<file path="src/rtl/lfsr3_monitor_if.sv">
// ---------------------------------------------------------------------------
// lfsr3_monitor_if
//   Bundles the stream and status signals of the 3-bit LFSR monitor.
//   master : stimulus side (drives EN/DIN/CLR, observes status)
//   slave  : monitor side  (observes EN/DIN/CLR, drives status)
// Signals
//   EN       generator enable, sampled on the shared clock edge
//   DIN[2:0] generator OUT value
//   CLR      synchronous clear of counters/flags
//   LOCKED   monitor is locked onto the sequence
//   ERR      one-cycle pulse per detected mismatch or zero state
//   STUCK    sticky all-zero lock-up flag
//   ERR_CNT  saturating count of locked mismatches
//   PERIOD   last measured SEED-to-SEED step count
//   PER_VLD  sticky: PERIOD holds a valid measurement
// ---------------------------------------------------------------------------
interface lfsr3_monitor_if #(
  parameter int ERR_W = 8
);
  logic             EN;
  logic [2:0]       DIN;
  logic             CLR;
  logic             LOCKED;
  logic             ERR;
  logic             STUCK;
  logic [ERR_W-1:0] ERR_CNT;
  logic [3:0]       PERIOD;
  logic             PER_VLD;

  modport master (
    output EN, DIN, CLR,
    input  LOCKED, ERR, STUCK, ERR_CNT, PERIOD, PER_VLD
  );

  modport slave (
    input  EN, DIN, CLR,
    output LOCKED, ERR, STUCK, ERR_CNT, PERIOD, PER_VLD
  );
endinterface

</file>
<file path="src/rtl/lfsr3_monitor.sv">
// ---------------------------------------------------------------------------
// lfsr3_monitor
//   On-line checker for a 3-bit LFSR generator, next(x) = {x[2]^x[0], x[2], x[1]}.
//   Predicts every sample from the previous one, tracks lock, counts locked
//   mismatches, measures the SEED-to-SEED period and flags the all-zero state.
// Ports
//   CLK   in  clock, rising edge, shared with the generator
//   RSTN  in  asynchronous active-low reset
//   mon   slave side of lfsr3_monitor_if (EN/DIN/CLR in, status out)
// Parameters
//   LOCK_N  good advancing steps needed to lock (1..15)
//   ERR_W   width of the saturating error counter
//   SEED    generator reset value, marks the period start
// ---------------------------------------------------------------------------
module lfsr3_monitor #(
  parameter int         LOCK_N = 4,
  parameter int         ERR_W  = 8,
  parameter logic [2:0] SEED   = 3'b100
) (
  input  logic                CLK,
  input  logic                RSTN,
  lfsr3_monitor_if.slave      mon
);

  typedef enum logic [1:0] {IDLE, SYNC, LOCK, STK} state_t;

  localparam logic [3:0] LOCK_N4 = 4'(LOCK_N);

  state_t           state, state_nxt;
  logic [2:0]       prev;
  logic             en_q;
  logic             prev_vld;
  logic [3:0]       cnt, cnt_nxt;
  logic [3:0]       per_cnt, per_cnt_nxt;
  logic             armed, armed_nxt;
  logic [ERR_W-1:0] err_cnt, err_cnt_nxt;
  logic             err, err_nxt;
  logic [3:0]       period, period_nxt;
  logic             per_vld, per_vld_nxt;

  logic [2:0]       exp_v;
  logic [3:0]       cnt_inc;
  logic             mismatch;
  logic             zero;
  logic             adv;

  function automatic logic [2:0] lfsr_next(input logic [2:0] x);
    return {x[2] ^ x[0], x[2], x[1]};
  endfunction

  function automatic logic [3:0] sat_inc4(input logic [3:0] v);
    return (v == 4'hF) ? v : v + 4'd1;
  endfunction

  function automatic logic [ERR_W-1:0] sat_inc_err(input logic [ERR_W-1:0] v);
    return (&v) ? v : v + 1'b1;
  endfunction

  // The generator updates on the same edge that samples EN, so the value seen
  // now reflects the enable captured one edge earlier.
  assign exp_v    = en_q ? lfsr_next(prev) : prev;
  assign mismatch = prev_vld && (mon.DIN != exp_v);
  assign zero     = (mon.DIN == 3'b000);
  assign adv      = en_q && !mismatch;
  assign cnt_inc  = cnt + 4'd1;

  always_comb begin
    state_nxt   = state;
    cnt_nxt     = cnt;
    per_cnt_nxt = per_cnt;
    armed_nxt   = armed;
    err_cnt_nxt = err_cnt;
    err_nxt     = 1'b0;
    period_nxt  = period;
    per_vld_nxt = per_vld;

    if (mon.CLR) begin
      state_nxt   = IDLE;
      cnt_nxt     = '0;
      per_cnt_nxt = '0;
      armed_nxt   = 1'b0;
      err_cnt_nxt = '0;
      period_nxt  = '0;
      per_vld_nxt = 1'b0;
    end else if (state != STK && zero) begin
      // Zero wins over a simultaneous mismatch: a single ERR pulse.
      state_nxt   = STK;
      err_nxt     = 1'b1;
      cnt_nxt     = '0;
      per_cnt_nxt = '0;
      armed_nxt   = 1'b0;
      if (state == LOCK) err_cnt_nxt = sat_inc_err(err_cnt);
    end else begin
      case (state)
        IDLE: begin
          state_nxt = SYNC;
          cnt_nxt   = '0;
        end
        SYNC: begin
          if (mismatch) begin
            cnt_nxt = '0;
          end else if (adv) begin
            if (cnt_inc >= LOCK_N4) begin
              state_nxt   = LOCK;
              cnt_nxt     = '0;
              per_cnt_nxt = '0;
              armed_nxt   = 1'b0;
            end else begin
              cnt_nxt = cnt_inc;
            end
          end
        end
        LOCK: begin
          if (mismatch) begin
            state_nxt   = SYNC;
            err_nxt     = 1'b1;
            err_cnt_nxt = sat_inc_err(err_cnt);
            cnt_nxt     = '0;
            per_cnt_nxt = '0;
            armed_nxt   = 1'b0;
          end else if (adv) begin
            if (mon.DIN == SEED) begin
              // First SEED after locking only arms the measurement.
              if (armed) begin
                period_nxt  = sat_inc4(per_cnt);
                per_vld_nxt = 1'b1;
              end
              armed_nxt   = 1'b1;
              per_cnt_nxt = '0;
            end else begin
              per_cnt_nxt = sat_inc4(per_cnt);
            end
          end
        end
        STK: begin
          state_nxt = STK;
        end
        default: state_nxt = IDLE;
      endcase
    end
  end

  always_ff @(posedge CLK or negedge RSTN) begin
    if (!RSTN) begin
      state    <= IDLE;
      prev     <= '0;
      en_q     <= 1'b0;
      prev_vld <= 1'b0;
      cnt      <= '0;
      per_cnt  <= '0;
      armed    <= 1'b0;
      err_cnt  <= '0;
      err      <= 1'b0;
      period   <= '0;
      per_vld  <= 1'b0;
    end else begin
      state    <= state_nxt;
      prev     <= mon.DIN;
      en_q     <= mon.EN;
      prev_vld <= 1'b1;
      cnt      <= cnt_nxt;
      per_cnt  <= per_cnt_nxt;
      armed    <= armed_nxt;
      err_cnt  <= err_cnt_nxt;
      err      <= err_nxt;
      period   <= period_nxt;
      per_vld  <= per_vld_nxt;
    end
  end

  assign mon.LOCKED  = (state == LOCK);
  assign mon.STUCK   = (state == STK);
  assign mon.ERR     = err;
  assign mon.ERR_CNT = err_cnt;
  assign mon.PERIOD  = period;
  assign mon.PER_VLD = per_vld;

endmodule

</file>
<file path="src/flat_wrapper.sv">
// flat-port wrapper written by rule: the top's interface ports become plain ports
module lfsr3_monitor_flat 
#(
  parameter int         LOCK_N = 4,
  parameter int         ERR_W  = 8,
  parameter logic [2:0] SEED   = 3'b100
)
  (CLK, RSTN, mon_EN, mon_DIN, mon_CLR, mon_LOCKED, mon_ERR, mon_STUCK, mon_ERR_CNT, mon_PERIOD, mon_PER_VLD);
  lfsr3_monitor_if #(.ERR_W(ERR_W)) mon_i ();
  input  logic CLK;
  input  logic RSTN;
  input wire logic [$bits(mon_i.EN)-1:0] mon_EN;
  input wire logic [$bits(mon_i.DIN)-1:0] mon_DIN;
  input wire logic [$bits(mon_i.CLR)-1:0] mon_CLR;
  output wire logic [$bits(mon_i.LOCKED)-1:0] mon_LOCKED;
  output wire logic [$bits(mon_i.ERR)-1:0] mon_ERR;
  output wire logic [$bits(mon_i.STUCK)-1:0] mon_STUCK;
  output wire logic [$bits(mon_i.ERR_CNT)-1:0] mon_ERR_CNT;
  output wire logic [$bits(mon_i.PERIOD)-1:0] mon_PERIOD;
  output wire logic [$bits(mon_i.PER_VLD)-1:0] mon_PER_VLD;
  assign mon_i.EN = mon_EN;
  assign mon_i.DIN = mon_DIN;
  assign mon_i.CLR = mon_CLR;
  assign mon_LOCKED = mon_i.LOCKED;
  assign mon_ERR = mon_i.ERR;
  assign mon_STUCK = mon_i.STUCK;
  assign mon_ERR_CNT = mon_i.ERR_CNT;
  assign mon_PERIOD = mon_i.PERIOD;
  assign mon_PER_VLD = mon_i.PER_VLD;
  lfsr3_monitor #(.LOCK_N(LOCK_N), .ERR_W(ERR_W), .SEED(SEED)) u_core (.CLK(CLK), .RSTN(RSTN), .mon(mon_i));
endmodule
</file>
<file path="config.mk">
export PLATFORM = sky130hd
export DESIGN_NAME = lfsr3_monitor_flat
export DESIGN_NICKNAME = d
export VERILOG_FILES = /design/src/rtl/lfsr3_monitor_if.sv /design/src/rtl/lfsr3_monitor.sv /design/src/flat_wrapper.sv
export SDC_FILE = /design/constraint.sdc
export NUM_CORES = 1
export LEC_CHECK = 0
export CAP_MARGIN = 20
export CORE_MARGIN = 4
export CORE_UTILIZATION = 49
export CTS_CLUSTER_SIZE = 10
export DETAILED_ROUTE_END_ITERATION = 6
export GPL_TIMING_DRIVEN = 0
export PLACE_DENSITY_LB_ADDON = 0.05
export SYNTH_ARGS = -nofsm -noshare
export SYNTH_HDL_FRONTEND = slang
export SYNTH_SLANG_ARGS = --single-unit
</file>
<file path="constraint.sdc">
create_clock -name CLK -period 2.2 [get_ports CLK]
set_input_delay 0.33 -clock CLK [delete_from_list [all_inputs] [get_ports CLK]]
set_output_delay 0.33 -clock CLK [all_outputs]
set_load 0.03 [all_outputs]
</file>
======== Word-level counts from Yosys, hierarchy flattened ========
Index checks and enable logic that the tools add are counted.
storage, ports and cells
  output and inout bits ................... 16
  flip-flop bits (word level) ............. 30
  RAM bits ................................ 0
  ROM bits ................................ 0
  memories kept ........................... 0
  bits in latches ......................... 0
operators by class
  shift-type cells ........................ 0
  order comparisons ....................... 1
  divide/modulo/power cells ............... 0
  bitwise logic cells ..................... 1
  $add $sub $neg .......................... 3
  multiplexer cells ....................... 58
  reduce and logical (&&, ||, !) cells .... 20
  multipliers ............................. 0
  eq/ne operators ......................... 16
operator list
  cell                                                               number
  2-to-1 mux 4 bit                                                   22
  2-to-1 mux 8 bit                                                   6
  2-to-1 mux 1 bit                                                   19
  inequality test 5 x 2 -> 1 bit, second input constant              3
  2-to-1 mux 2 bit                                                   6
  inequality test 4 x 2 -> 1 bit, second input constant              3
  one-hot mux 4 bit (3 select lines)                                 1
  AND reduction 6 bit                                                2
  adder 4 x 1 -> 4 bit, second input constant                        2
  adder 8 x 1 -> 8 bit, second input constant                        1
  one-hot mux 2 bit (4 select lines)                                 1
  one-hot mux 4 bit (2 select lines)                                 1
  AND reduction 8 bit                                                1
  nonzero test 2 bit                                                 4
  inequality test 2 bit, second input constant                       3
  AND reduction 5 bit                                                1
  nonzero test 5 bit                                                 1
  equality test 2 bit, second input constant                         2
  equality test 4 bit, second input constant                         1
  greater-or-equal comparator 4 x 3 -> 1 bit, second input constant  1
  inequality test 4 bit, second input constant                       1
  AND reduction 4 bit                                                1
  nonzero test 4 bit                                                 1
  equality test 3 bit, second input constant                         1
  other kinds (12)                                                   14

======== Logic depth before layout (Yosys ltp) ========
  word-level depth ........................ 11
  depth in mapped cells ................... 7
  depth with buffers taken out ............ 7

======== Worst setup path before layout ========
Ideal clock, no wire load.
  kind .................................... flip-flop to flip-flop
  start ................................... register u_core.en_q
  end ..................................... register u_core.period[0] (netlist: u_core.mon.PERIOD[0])
  path slack .............................. 0.111 ns
  library setup time ...................... 0.132 ns
  stages on the path, launching flop included .. 8
  period minus slack after synthesis ...... 2.089 ns
  data required time ...................... 2.068 ns
  path buffers ............................ 1
  arrival ................................. 1.957 ns
  cell sequence ........................... dfrtp_1 clkbuf_1 a21boi_0 nor4_2 o31ai_4 a211oi_2 mux2i_1 nor2_1
between the ends
  longest elaborated chain between the ends .. 7
ends and longest elaborated chain
  what                                    RTL line              text
  start, declared                         lfsr3_monitor.sv:31   logic en_q;
  start signal, assigned                  lfsr3_monitor.sv:159  en_q <= mon.EN;
  2-to-1 mux 3 bit                        lfsr3_monitor.sv:61   assign exp_v = en_q ? lfsr_next(prev) : prev;
  inequality test 3 bit                   lfsr3_monitor.sv:62   assign mismatch = prev_vld && (mon.DIN != exp_v);
  logical AND 1 bit                       lfsr3_monitor.sv:62
  logical NOT 1 bit                       lfsr3_monitor.sv:64   assign adv = en_q && !mismatch;
  logical AND 1 bit                       lfsr3_monitor.sv:64
  nonzero test 2 bit (no source line)     -
  AND reduction 6 bit (no source line) *  -
  end signal, assigned                    lfsr3_monitor.sv:166  period <= period_nxt;
  end, declared                           lfsr3_monitor.sv:38   logic [3:0] period, period_nxt;
Every way passes the cells marked *; elsewhere a longest branch is shown, timed or not.
A chain may end at the register's enable or synchronous reset.

======== Final worst setup path ========
  start ................................... register u_core.prev[2]
  end ..................................... register u_core.per_cnt[0]
between the ends
  longest elaborated chain between the ends .. 8
ends and longest elaborated chain
  what                                                                             RTL line                                   text
  start, declared                                                                  lfsr3_monitor.sv:30                        logic [2:0] prev;
  start signal, assigned                                                           lfsr3_monitor.sv:158                       prev <= mon.DIN;
  XOR 1 bit                                                                        lfsr3_monitor.sv:48                        return {x[2] ^ x[0], x[2], x[1]};
  2-to-1 mux 3 bit *                                                               lfsr3_monitor.sv:61
  inequality test 3 bit *                                                          lfsr3_monitor.sv:62
  logical AND 1 bit *                                                              lfsr3_monitor.sv:62
  logical NOT 1 bit / 2-to-1 mux 4 bit (equally long branches)                     lfsr3_monitor.sv:64, lfsr3_monitor.sv:114
  logical AND 1 bit / one-hot mux 4 bit (2 select lines) (equally long branches)   lfsr3_monitor.sv:64, lfsr3_monitor.sv:94
  inequality test 5 x 2 -> 1 bit (no source line) (tied with other cells)          -
  AND reduction 5 bit (no source line) / 2-to-1 mux 4 bit (equally long branches)  -
  end signal, assigned                                                             lfsr3_monitor.sv:162                       per_cnt <= per_cnt_nxt;
  end, declared                                                                    lfsr3_monitor.sv:34                        logic [3:0] per_cnt, per_cnt_nxt;
Marks and branches as above.

==> results.py <==
metrics = {
    "cts": {
        "cts.clk_slew.worst_paths_ns": 0.09,
        "cts_tree": "yes",
        "clk_path_buf_depth": 2,
        "root_buffer": "clkbuf_4",
        "numCtsBuffers": 5,
        "clkLatencyLatePin_ns": 0.33,
        "cts.sinks": 30,
        "htree_levels": 2,
        "hold_buffers": 0,
    },
    "cells_and_area": {
        "final_common_cell": "dfrtp_1",
        "drive_gt1_share_pct": 22.0,
        "layout.nets": 228,
        "antenna_cells": 0,
        "layout_common_cells": "28 x dfrtp_1, 18 x clkdlybuf4s50_1, 16 x nor2_1",
        "area_delta_synth_final_pct": 34.7,
    },
    "logic_synthesis": {
        "syn_avg_cell_area_um2": 9.48,
        "ys_seq_area_share_pct": 44.5,
        "synth-seq-cells": 30,
        "async_reset_ff_share_pct": 100,
        "postSynthCellCount": 178,
        "ys.flop_type": "dfrtp_1",
        "synth.distinct_cells": 48,
        "synth_nets": 188,
        "mappedNetlistArea_um2": 1690,
        "synth-warning-count": 0,
        "synth_edf_count": 0,
    },
    "sta": {
        "worst_pin_slew_ns": 0.684,
        "fmax_mhz": 465,
        "setup_tns_ns": 0,
        "slew_headroom_pct": 54.3,
        "hold_ws_ns": 0.289,
        "setup_viol": 0,
        "rsz0062_at_grt": "yes",
        "finalMaxSlewViolations": 0,
        "finClkSkew_ns": 0.00704,
        "min_period_ns": 2.15,
        "setup_slack_ns": 0.0506,
        "hold_viol_final": 0,
        "fin_crit_sh_pct": 97.7,
    },
    "global_routing": {
        "grt_max_degree": 19,
        "grt_antenna_before_repair": 0,
        "grt_first_pass_wirelength_mm": 7.14,
        "overflow": 0,
        "grt_pass1_vias": 1536,
        "track_usage_pct": 21.3,
    },
    "run": {
        "cap_violations": 0,
    },
    "placed_design": {
        "dp_worst_setup_slack_ns": -0.851,
        "io_buffer_count": 22,
        "gp_congestion": 0.824,
        "dpl.hpwl_mm": 2.81,
    },
    "floorplan": {
        "rows": 21,
        "ios": 23,
        "dieArea_um2": 4450,
        "core-area_um2": 3340,
        "die_y_um": 66.7,
        "start_util_pct": 50.6,
        "die_x_um": 66.7,
    },
    "routing": {
        "vias_per_cell": 5.82,
        "wl_met1_mm": 1.84,
        "highest_layer": "met4",
        "finalWirelength_mm": 4.21,
        "drtPass1Iterations": 4,
        "wl_met3_um": 210,
        "ant_nets": 0,
        "drc": 0,
        "wl_per_cell_um": 15.9,
        "drt_iter0_drc": 154,
        "met2_wirelength_mm": 2.05,
        "via_count": 1536,
    },
    "worst_setup_path": {
        "required_ns": 2.45,
        "crit_path_max_fanout": 6,
        "cp.arrival_ns": 2.40,
        "worstSetupEndpointType": "register",
        "crit_path_start_kind": "register",
        "critPathKind": "reg2reg",
    },
    "power": {
        "leakagePower_nw": 0.932,
        "power_mw": 1.30,
        "irDropWorstVdd_mv": 0.479,
        "powerDensity_nw_per_um2": 570,
    },
    "hold_path": {
        "hp-class": "in2reg",
    },
    "outcome": {
        "status": "completed",
    },
}
==> area by class of cell <==
type                    count  area (um^2)
inverters                  10         37.5
flip-flops and latches     30          753
plain buffers               2         8.76
repair buffers             35          340
well taps                  46         57.6
clock buffers               7         45.0
multi-input cells         134         1030
fillers                   273         1060
==> sequential cells by signal (all words and copies together) (netlist names) <==
signal              count
u_core.cnt              4
u_core.mon.ERR          1
u_core.prev_vld         1
u_core.armed            1
u_core.mon.ERR_CNT      8
u_core.per_cnt          4
u_core.state            2
u_core.mon.PERIOD       4
u_core.prev             3
u_core.en_q             1
u_core.mon.PER_VLD      1
==> logic make-up (layout without fill, tap and decap cells) <==
kind of cell | Yosys count | count (layout) | share of synthesized area, %
AOI/OAI and AO/OA | 45 | 45 | 20.4
DFF | 30 | 30 | 44.5
adders and majority gates | 3 | 3 | 2.22
muxes | 6 | 6 | 3.56
xor gates and xnor gates | 8 | 8 | 4.15
buffers and inverters | 14 | 54 | 3.11
other | 1 | 1 | 0.222
and+or+nand+nor | 71 | 71 | 21.9
==> Yosys cell counts, types with 3 or more instances <==
| master | n | area share (%) |
|---|---|---|
| a21oi_1 | 10 | 3.0 |
| a31oi_1 | 4 | 1.5 |
| and2_1 | 4 | 1.5 |
| clkbuf_1 | 3 | 0.67 |
| dfrtp_1 | 30 | 44 |
| ha_1 | 3 | 2.2 |
| inv_1 | 10 | 2.2 |
| mux2i_1 | 6 | 3.6 |
| nand2_1 | 14 | 3.1 |
| nand2b_1 | 3 | 1.1 |
| nand3_1 | 8 | 2.4 |
| nand4_1 | 5 | 1.9 |
| nor2_1 | 16 | 3.6 |
| nor3_1 | 7 | 2.1 |
| o21ai_0 | 7 | 2.1 |
| o21ai_1 | 4 | 1.2 |
| xor2_1 | 7 | 3.6 |
==> per-layer routing <==
layer | track usage, % | up-vias
li1 | - | 727
met2 | 34.2 | 41
met3 | 5.56 | 13
met5 | 0 | -
met4 | 9.64 | 0
met1 | 26.8 | 755
==> critical path, stage by stage, from the launching register on <==
cell and delay, ns:
dfrtp_2 0.48, xor2_4 0.21, mux2i_4 0.36, o31ai_4 0.16, buf_6 0.15, a2111oi_4 0.27
buf_4 0.20, a31oi_2 0.09, a31oi_1 0.14
==> power breakdown <==
group	switching [mW]	internal [mW]	total (mW)	leakage (nW)
Sequential	0.0524	0.584	0.636	0.400
Clock	0.188	0.120	0.309	0.0254
Combinational	0.200	0.151	0.351	0.507
==> metrics by stage <==
stage | utilization (%) | cell area (um^2) | instances
final | 68.1 | 2270 | 264
after global routing | 68.1 | 2270 | 264
after CTS | 65.1 | 2170 | 259
after detailed placement | 59.7 | 1990 | 247
after global placement | 58.9 | 1970 | 246
after floorplan | - | 1690 | 178
==> what timing repair did <==
action                                  in CTS  in global routing
pin swaps                                    5                  8
setup buffers                                7                  5
gates resized for setup                     19                 17
endpoints found under the setup margin      25                 15
cloned                                       0                  0
==> worst paths after layout <==
kind / cells past startpoint / slack (ns) / end / from
max: 8 / 0.05 / u_core.per_cnt[0] / u_core.prev[2]
min: 1 / 0.29 / u_core.prev[2] / mon_DIN[2]
max reg2reg: 8 / 0.05 / u_core.per_cnt[0] / u_core.prev[2]
min reg2reg: 2 / 0.51 / u_core.mon.PER_VLD / u_core.mon.PER_VLD
max in group asynchronous: 2 / 1.27 / u_core.per_cnt[0] / RSTN
min in group asynchronous: 1 / 0.40 / u_core.prev[1] / RSTN
(Power assumes the default switching activity.)
